`config.mk`:
```
export PLATFORM = sky130hd
export DESIGN_NAME = data_router_sender
export DESIGN_NICKNAME = d
export VERILOG_FILES = /design/src/rtl/data_router_sender.sv
export SDC_FILE = /design/constraint.sdc
export NUM_CORES = 1
export LEC_CHECK = 0
export ABC_CLOCK_PERIOD_IN_PS = 16400
export CORE_MARGIN = 2
export CORE_UTILIZATION = 40
export CTS_CLUSTER_SIZE = 10
export DETAILED_ROUTE_END_ITERATION = 10
export GPL_ROUTABILITY_DRIVEN = 0
export PLACE_DENSITY = 0.7
export SYNTH_ARGS = -nofsm -noshare
export SYNTH_HDL_FRONTEND = slang
export SYNTH_SLANG_ARGS = --single-unit
```
`constraint.sdc`:
```
create_clock -name clk -period 16.4 [get_ports clk]
set_clock_uncertainty 0.2 [all_clocks]
set_input_delay 3.28 -clock clk [delete_from_list [all_inputs] [get_ports clk]]
set_output_delay 3.28 -clock clk [all_outputs]
set_load 0.005 [all_outputs]
```
`src/rtl/data_router_sender.sv`:
```
// Streams upstream feature words into a banked input buffer, tile by tile,
// generating bank/row/column write addresses and handshaking tile release with the consumer.
module data_router_sender #(
  parameter int unsigned DW     = 32,
  parameter int unsigned POY    = 3,
  parameter int unsigned STRIDE = 1,
  parameter int unsigned BUFW   = 32
) (
  input  logic          clk,
  input  logic          rst,
  input  logic          start,
  input  logic [15:0]   num_tiles,
  input  logic          buf_release,
  input  logic          in_valid,
  input  logic [DW-1:0] in_data,
  output logic          in_ready,
  output logic          wvalid,
  output logic [DW-1:0] wdata,
  output logic [7:0]    wbank,
  output logic [7:0]    wrow,
  output logic [27:0]   wcol,
  output logic          busy,
  output logic          done
);

  localparam int unsigned BUFH = 2 * STRIDE;

  typedef enum logic [1:0] {StIdle, StFill, StWaitRel, StDone} state_e;

  state_e        state_q, state_d;
  logic [27:0]   col_q, col_d;
  logic [7:0]    row_q, row_d;
  logic [7:0]    bank_q, bank_d;
  logic [15:0]   tile_q, tile_d;
  logic [15:0]   ntiles_q, ntiles_d;
  logic          wvalid_q, wvalid_d;
  logic [DW-1:0] wdata_q, wdata_d;
  logic [7:0]    wbank_q, wbank_d;
  logic [7:0]    wrow_q, wrow_d;
  logic [27:0]   wcol_q, wcol_d;
  logic          hs;

  assign hs = (state_q == StFill) && in_valid;

  always_comb begin
    state_d  = state_q;
    col_d    = col_q;
    row_d    = row_q;
    bank_d   = bank_q;
    tile_d   = tile_q;
    ntiles_d = ntiles_q;
    wvalid_d = 1'b0;
    wdata_d  = wdata_q;
    wbank_d  = wbank_q;
    wrow_d   = wrow_q;
    wcol_d   = wcol_q;
    unique case (state_q)
      StIdle: begin
        if (start) begin
          ntiles_d = num_tiles;
          tile_d   = '0;
          col_d    = '0;
          row_d    = '0;
          bank_d   = '0;
          state_d  = (num_tiles == 16'd0) ? StDone : StFill;
        end
      end
      StFill: begin
        if (hs) begin
          // Write is registered: address is the counter value at the handshake.
          wvalid_d = 1'b1;
          wdata_d  = in_data;
          wbank_d  = bank_q;
          wrow_d   = row_q;
          wcol_d   = col_q;
          if (col_q == 28'(BUFW - 1)) begin
            col_d = '0;
            if (row_q == 8'(BUFH - 1)) begin
              row_d = '0;
              if (bank_q == 8'(POY - 1)) begin
                bank_d = '0;
                if (tile_q == ntiles_q - 16'd1) begin
                  state_d = StDone;
                end else begin
                  tile_d  = tile_q + 16'd1;
                  state_d = StWaitRel;
                end
              end else begin
                bank_d = bank_q + 8'd1;
              end
            end else begin
              row_d = row_q + 8'd1;
            end
          end else begin
            col_d = col_q + 28'd1;
          end
        end
      end
      StWaitRel: begin
        if (buf_release) state_d = StFill;
      end
      StDone: state_d = StIdle;
      default: state_d = StIdle;
    endcase
  end

  always_ff @(posedge clk or posedge rst) begin
    if (rst) begin
      state_q  <= StIdle;
      col_q    <= '0;
      row_q    <= '0;
      bank_q   <= '0;
      tile_q   <= '0;
      ntiles_q <= '0;
      wvalid_q <= 1'b0;
      wdata_q  <= '0;
      wbank_q  <= '0;
      wrow_q   <= '0;
      wcol_q   <= '0;
    end else begin
      state_q  <= state_d;
      col_q    <= col_d;
      row_q    <= row_d;
      bank_q   <= bank_d;
      tile_q   <= tile_d;
      ntiles_q <= ntiles_d;
      wvalid_q <= wvalid_d;
      wdata_q  <= wdata_d;
      wbank_q  <= wbank_d;
      wrow_q   <= wrow_d;
      wcol_q   <= wcol_d;
    end
  end

  assign in_ready = (state_q == StFill);
  assign busy     = (state_q == StFill) || (state_q == StWaitRel);
  assign done     = (state_q == StDone);
  assign wvalid   = wvalid_q;
  assign wdata    = wdata_q;
  assign wbank    = wbank_q;
  assign wrow     = wrow_q;
  assign wcol     = wcol_q;

endmodule
```
Word-level counts from Yosys, hierarchy flattened
Cells that the tools add are included.

operators by class
  add/sub/neg operators = 5
  eq/ne operators = 14
  multiplexer cells = 32
  reductions and logical operators = 12

operators with widths
  cell                                                                     number
  16-bit 2-to-1 mux                                                        6
  28-bit 2-to-1 mux                                                        3
  8-bit 2-to-1 mux                                                         8
  28-bit one-hot mux with 2 select lines                                   1
  16-bit one-hot mux with 2 select lines                                   1
  8-bit one-hot mux with 2 select lines                                    2
  28-bit by 1-bit adder with 28-bit output, second input constant          1
  28-bit by 5-bit == test with 1-bit output, second input constant         1
  16-bit by 1-bit adder with 16-bit output, second input constant          1
  8-bit by 1-bit adder with 8-bit output, second input constant            2
  16-bit == test                                                           1
  16-bit logical NOT                                                       1
  16-bit by 1-bit subtractor with 16-bit output, second input constant     1
  2-bit 2-to-1 mux                                                         7
  8-bit by 1-bit == test with 1-bit output, second input constant          1
  8-bit by 2-bit == test with 1-bit output, second input constant          1
  2-bit by 1-bit inequality test with 1-bit output, second input constant  4
  2-bit one-hot mux with 4 select lines                                    1
  7-bit AND reduction                                                      1
  2-bit inequality test, second input constant                             3
  6-bit AND reduction                                                      1
  5-bit AND reduction                                                      1
  2-bit == test, second input constant                                     2
  2-bit AND reduction                                                      2
  other kinds (8)                                                          10

word-level totals
  bits in registers = 155
  bits of input ports = 53
  output and inout bits = 80
  logic and storage cells = 74

Logic depth before layout (Yosys ltp)
Gate-level depths: netlist of run 1.

  depth in word-level cells = 8
  mapped depth = 13
  gate-level depth less buffers = 10

Worst setup path before layout of run 1
OpenSTA, ideal clock, no wires.

  path kind = input port to flip-flop
  from = in start
  to = reg tile_q[14]
  library setup time = 69 ps
  data arrival time = 5004 ps
  data required time = 16131 ps
  setup slack = 11127 ps
  stages on the path = 7
  buffers on the path = 0
  path through = nand2b_1 -> a21boi_0 -> o21a_1 -> nor2b_1 -> o31ai_4 -> or4_1 -> nand3_1

between the ends
  longest elaborated chain between the ends = 2

RTL lines
  element                                 line  RTL
  start: declaration                      11    input logic start,
  2-bit inequality test (no source line)  n/a
  7-bit AND reduction (no source line)    n/a
  end signal: assignment                  125   tile_q <= tile_d;
  end: declaration                        34    logic [15:0] tile_q, tile_d;

No other way between the ends.
A chain may end at the register's enable or synchronous reset.

Worst setup path in the final report of run 1
Same ends and word-level chain as after synthesis.

==> metrics.txt, run 1 <==
Max clock buf depth=2; CTS tree=yes; final setup fails=0; VDD IR max=0.0904 mV; synthesized area=0.00744 mm2; post-synthesis sequential area ratio=52.1%; Final Hold Fails=0; final setup TNS=0 ns; top-area cell type share of the netlist area=52.1%; leakage=4.11 nW; Hold WS=0.280 ns; initial antenna violation count=0; Skew-Pair Late Insertion Delay=0.43 ns; Worst-Margin Slew=0.967 ns; Relative slew margins=35.5%; Root Driver=clkbuf_16; drt pass-1 iters=4; ranking of synthesized cells by area=dfrtp_1 (52%), mux2_2 (13%), xor2_1 (3.4%); area occupied by multi-input gates=0.00337 mm2; drt total wl=16.1 mm; I/O pin count=133; die area=0.0197 mm2; Max Fanout on Critical Path=22; Primary FF master, synth=dfrtp_1; HPWL after detailed placement=11.1 mm; Num CTS Buffers=17; synth unique cells=53; synthesized instance count=679; DR WL/cell=15.4 um; largest net degree at the start of global routing=80; Overall Global Routing Usage=17.0%; count of final max-slew check failures=0; Die H=140 um; # rows=49; first-iteration detailed-routing DRC count=301; design area=0.00951 mm2; Fill cells=1599; CP Data Arrival Time=6.11 ns; crit end category=register; Area Overhead vs Synth=27.8%; # DRC=0; Synth Warn #=0; H-tree levels=4; Cell Area, Placed=0.00897 mm2; CP required=16.55 ns; syn_area_per_cell=11.0 um2; Worst Setup Start Kind=input pin; register area=0.00388 mm2; Final Power=1.51 mW; Max Fclk=0.168 GHz; post-route minimum period=5.96 ns; I/O Buffers=132; Tcrit/Tclk final=36.3%; Tightest Hold Check Type=reg -> reg; RSZ-0062 raised after global routing=no; Cell Pwr Density=159 mW/mm2; Post-synth EDFFs=0; first-pass GRT wire length=27.1 mm; share of cells above drive strength 1=15.9%; R2R setup slack=12.56 ns; Die Wd=140 um; starting density of the core=41.2%; post-CTS setup buffer count=0; routed vias/inst=5.24; cell taking the most area after synthesis=dfrtp_1; #FFs+latches synth=155; vias in the first global route=5390; kind of critical path=in -> reg; Mapped Nets=743; post-layout util=52.6%; asr flop ratio synth=100%; CTS Hold Bufs=0; outcome=completed; Resize count post-CTS=0; routed via count=5495; total gr overflow=0; Max-Cap Viols=0; final net count=870; n_diodes=0; CTS sink count=155; Worst-path clk slew=0.07 ns; core area=0.0181 mm2; DRT antenna net count=0
layout make-up:
cell class                      count  share of cell area [%]
Clock buffer                       19                    4.55
Clock inverter                     13                    1.16
Inverter                           21                   0.881
Multi-Input combinational cell    475                    35.4
Sequential cell                   155                    40.8
Tap cell                          229                    3.01
Timing Repair Buffer              136                    14.2
where the power goes:
| group | internal, mW | switching, mW |
|---|---|---|
| combinational | 0.297 | 0.252 |
| clock | 0.197 | 0.168 |
| sequential | 0.490 | 0.109 |
worst max-delay path, cell delays in order:
cell             delay, ns
clkdlybuf4s50_1       0.49
nand2b_1              0.13
a21boi_0              0.54
o21a_1                0.22
nor2b_1               0.46
o31ai_4               0.35
or4_1                 0.54
nand3_1               0.09
placed cells by master (no fill, tap or decap), types with 5 or more instances in the layout:
cell	instances
nor4_1	12
o21ai_0	32
clkinv_4	5
ha_1	11
or3_1	8
o31ai_1	8
inv_6	5
inv_1	20
a21oi_1	9
clkdlybuf4s50_1	132
nand2b_1	8
and3_1	13
o21ai_1	8
clkbuf_16	17
xor2_1	29
nor2_1	43
xnor2_1	12
mux2_2	86
nor3_1	15
nand2_1	61
nand4_1	15
mux2i_1	8
nand3_1	36
dfrtp_1	155
logic make-up after synthesis:
logic type | count (synthesis) | synth area share, %
compound gates | 83 | 6.99
xor+xnor | 41 | 4.82
fa+ha+maj | 11 | 1.85
buf+inv | 49 | 2.72
flops | 155 | 52.1
mux | 96 | 14.4
simple gates | 244 | 17.1
registers in the layout (all words and copies together) (netlist names):
register  flops
bank_q        8
col_q        28
wcol         28
wdata        32
wbank         8
ntiles_q     16
state_q       2
row_q         8
wvalid        1
wrow          8
tile_q       16
metrics by stage:
step / setup slack [ns] / std cells
6_report: 10.44 / 1048
5_1_grt: 10.18 / 1048
4_1_cts: 10.46 / 1048
3_5_place_dp: 10.02 / 1016
3_3_place_gp: 10.06 / 1016
2_1_floorplan: 8.74 / 679
metal layers:
layer  global-route usage (%)  wire length (um)
met1                     23.9              7790
met3                     5.44               945
met4                     4.89                91
met5                        0                 0
met2                     25.4              7280
final timing paths:
kind | from | to | cells after the start
worst min register to register | wcol[13] | wcol[13] | 2
worst max register to register | ntiles_q[0] | tile_q[7] | 10
min in group asynchronous | rst | wdata[27] | 2
worst max-delay path | start | tile_q[14] | 8
worst min-delay path | wcol[13] | wcol[13] | 2
max in group asynchronous | rst | wcol[21] | 3
synth_stat cells, types with 3 or more instances:
cell type	count
a21boi_0	3
a21oi_1	9
a31oi_1	3
and2_1	4
and3_1	13
buf_2	3
clkbuf_1	22
dfrtp_1	155
ha_1	11
inv_1	21
mux2_2	86
mux2i_1	8
nand2_1	62
nand2b_1	8
nand3_1	36
nand3b_1	4
nand4_1	15
nor2_1	43
nor2b_1	3
nor3_1	15
nor3b_1	4
nor4_1	12
nor4b_1	3
o211ai_1	3
o21ai_0	32
o21ai_1	8
o22ai_1	4
o31ai_1	8
or3_1	8
or4_1	3
xnor2_1	12
xor2_1	29
Note: power is estimated with default switching activity, not from simulation.
==> run 2, diff against run 1 <==
--- a/config.mk
+++ b/config.mk
@@ -5,7 +5,7 @@
 export SDC_FILE = /design/constraint.sdc
 export NUM_CORES = 1
 export LEC_CHECK = 0
-export ABC_CLOCK_PERIOD_IN_PS = 16400
+export ABC_CLOCK_PERIOD_IN_PS = 6100
 export CORE_MARGIN = 2
 export CORE_UTILIZATION = 40
 export CTS_CLUSTER_SIZE = 10
==> constraint.sdc (replaced) <==
create_clock -name clk -period 6.1 [get_ports clk]
set_clock_uncertainty 0.2 [all_clocks]
set_input_delay 1.22 -clock clk [delete_from_list [all_inputs] [get_ports clk]]
set_output_delay 1.22 -clock clk [all_outputs]
set_load 0.005 [all_outputs]
==> run 2 against run 1 <==
Against the previous run:
- register-to-register slack got worse by 10 ns
- critical endpoint unchanged
- non-clock buffer count unchanged
- sequential power grew to 2.7 times the previous value
- hold slack better by 0.0054 ns
- sequential share of layout area about the same
- total power rose to 2.7 times the previous value
- combinational power increased to 2.7 times the previous value
- setup slack lost 8.5 ns
- critical path type unchanged
- final cell count unchanged
- clock power increased to 2.7 times the previous value
- first-iteration DRC count rose by 4.0%
- largest cell class unchanged
==> metrics.txt, run 2 (same netlist as run 1, synthesis figures left out) <==
Final Hold Fails=0; Relative slew margins=29.7%; Layout Cells excl Fill=1048; Worst-path clk slew=0.07 ns; final net count=870; core area=0.0181 mm2; register area=0.00388 mm2; design area=0.00952 mm2; Max Fanout on Critical Path=39; CTS sink count=155; Worst Setup Start Kind=input pin; Root Driver=clkbuf_16; Fill cells=1592; drt pass-1 iters=5; drt total wl=16.0 mm; Max Fclk=0.240 GHz; H-tree levels=4; CTS tree=yes; P_sw=1.41 mW; DRT antenna net count=0; largest net degree at the start of global routing=85; routed vias/inst=5.26; VDD IR max=0.272 mV; final setup TNS=0 ns; total gr overflow=0; kind of critical path=in -> reg; CP required=6.26 ns; outcome=completed; post-route minimum period=4.17 ns; HPWL after detailed placement=11.3 mm; busiest grt layer=met2; Resize count post-CTS=0; Area Overhead vs Synth=27.9%; Max clock buf depth=2; max reg flops=32; first-pass GRT wire length=26.8 mm; first-iteration detailed-routing DRC count=313; leakage=4.10 nW; area occupied by multi-input gates=0.00337 mm2; count of final max-slew check failures=0; routed via count=5509; I/O Buffers=132; n_diodes=0; CTS Hold Bufs=0; die area=0.0197 mm2; FF-to-FF Start=state_q[1]; dpl cells=1016; Num CTS Buffers=17; sw frac=34.7%; # rows=49; vias in the first global route=5216; initial antenna violation count=0; starting density of the core=41.2%; Worst-Margin Slew=1.05 ns; Clock Power Share=24.4%; Cell Pwr Density=428 mW/mm2; Worst setup startpoint=start; share of cells above drive strength 1=16.0%; GR Layer Usage met3=5.68%; hold wc startpoint=wrow[6]; # DRC=0; Tcrit/Tclk final=68.4%; DR WL/cell=15.2 um; Cell Area, Placed=0.00897 mm2; most common cell after layout, fill and taps aside=dfrtp_1; Int Pwr=2.66 mW; met1 usage=23.6%; final setup fails=0; Skew-Pair Late Insertion Delay=0.43 ns; I/O pin count=133; Overall Global Routing Usage=16.8%; Die H=140 um; Tightest Hold Check Type=reg -> reg; Comb pwr share=36.1%; CP Data Arrival Time=4.33 ns; sequential power share=39.5%; RSZ-0062 raised after global routing=no; most frequent cells in the layout=dfrtp_1 (155), clkdlybuf4s50_1 (132), mux2_2 (86); crit end category=register; Max-Cap Viols=0; Die Wd=140 um; met2 Usage GRT=24.9%; post-CTS setup buffer count=0
==> run 2: power by group through the flow <==
stage / sequential, mW / combinational [mW] / clock (mW)
after floorplan: 1.55 / 0.951 / 0
after global placement: 1.61 / 1.46 / 0
after global routing: 1.67 / 1.63 / 1.06
final: 1.61 / 1.47 / 0.992
after detailed placement: 1.63 / 1.48 / 0
after CTS: 1.61 / 1.49 / 1.02
==> run 2: cell type report <==
| class | instances | area share, % |
|---|---|---|
| flip-flops and latches | 155 | 40.7 |
| multi-input cells | 475 | 35.4 |
| repair buffers | 136 | 14.2 |
| clock buffers | 19 | 4.65 |
| well taps | 229 | 3.01 |
| clock inverters | 13 | 1.16 |
| inverters | 21 | 0.880 |
==> run 2: critical path, cell delays in order <==
cell and delay, ns:
clkdlybuf4s50_1 0.49, nand2b_1 0.13, a21boi_0 0.47, o21a_1 0.19, buf_4 0.35, nor2b_1 0.49
o31ai_4 0.35, or4_1 0.54, nand3_1 0.09
==> run 2: worst paths after layout <==
kind / end / slack, ns / cells after the start
setup / recovery: tile_q[14] / 1.93 / 9
hold / removal: wrow[6] / 0.29 / 2
setup reg to reg: tile_q[14] / 2.25 / 10
hold reg to reg: wrow[6] / 0.29 / 2
max in group asynchronous: tile_q[10] / 3.52 / 3
min in group asynchronous: wdata[24] / 1.09 / 2
==> run 2: per-stage QoR <==
step	utilization, %	power [mW]	hold slack, ns	setup WS [ns]
floorplan	-	2.50	0.273	0.502
global placement	49.6	3.07	0.261	1.59
detailed placement	49.6	3.11	0.272	1.48
CTS	52.7	4.12	0.286	1.93
global route	52.7	4.35	0.303	1.63
finish	52.7	4.07	0.285	1.93
==> run 2: metal layers <==
| layer | up-vias | part of all wire (%) |
|---|---|---|
| li1 | 2665 | - |
| met1 | 2684 | 47 |
| met2 | 148 | 45 |
| met3 | 12 | 6.6 |
| met4 | 0 | 1.2 |
| met5 | - | 0 |
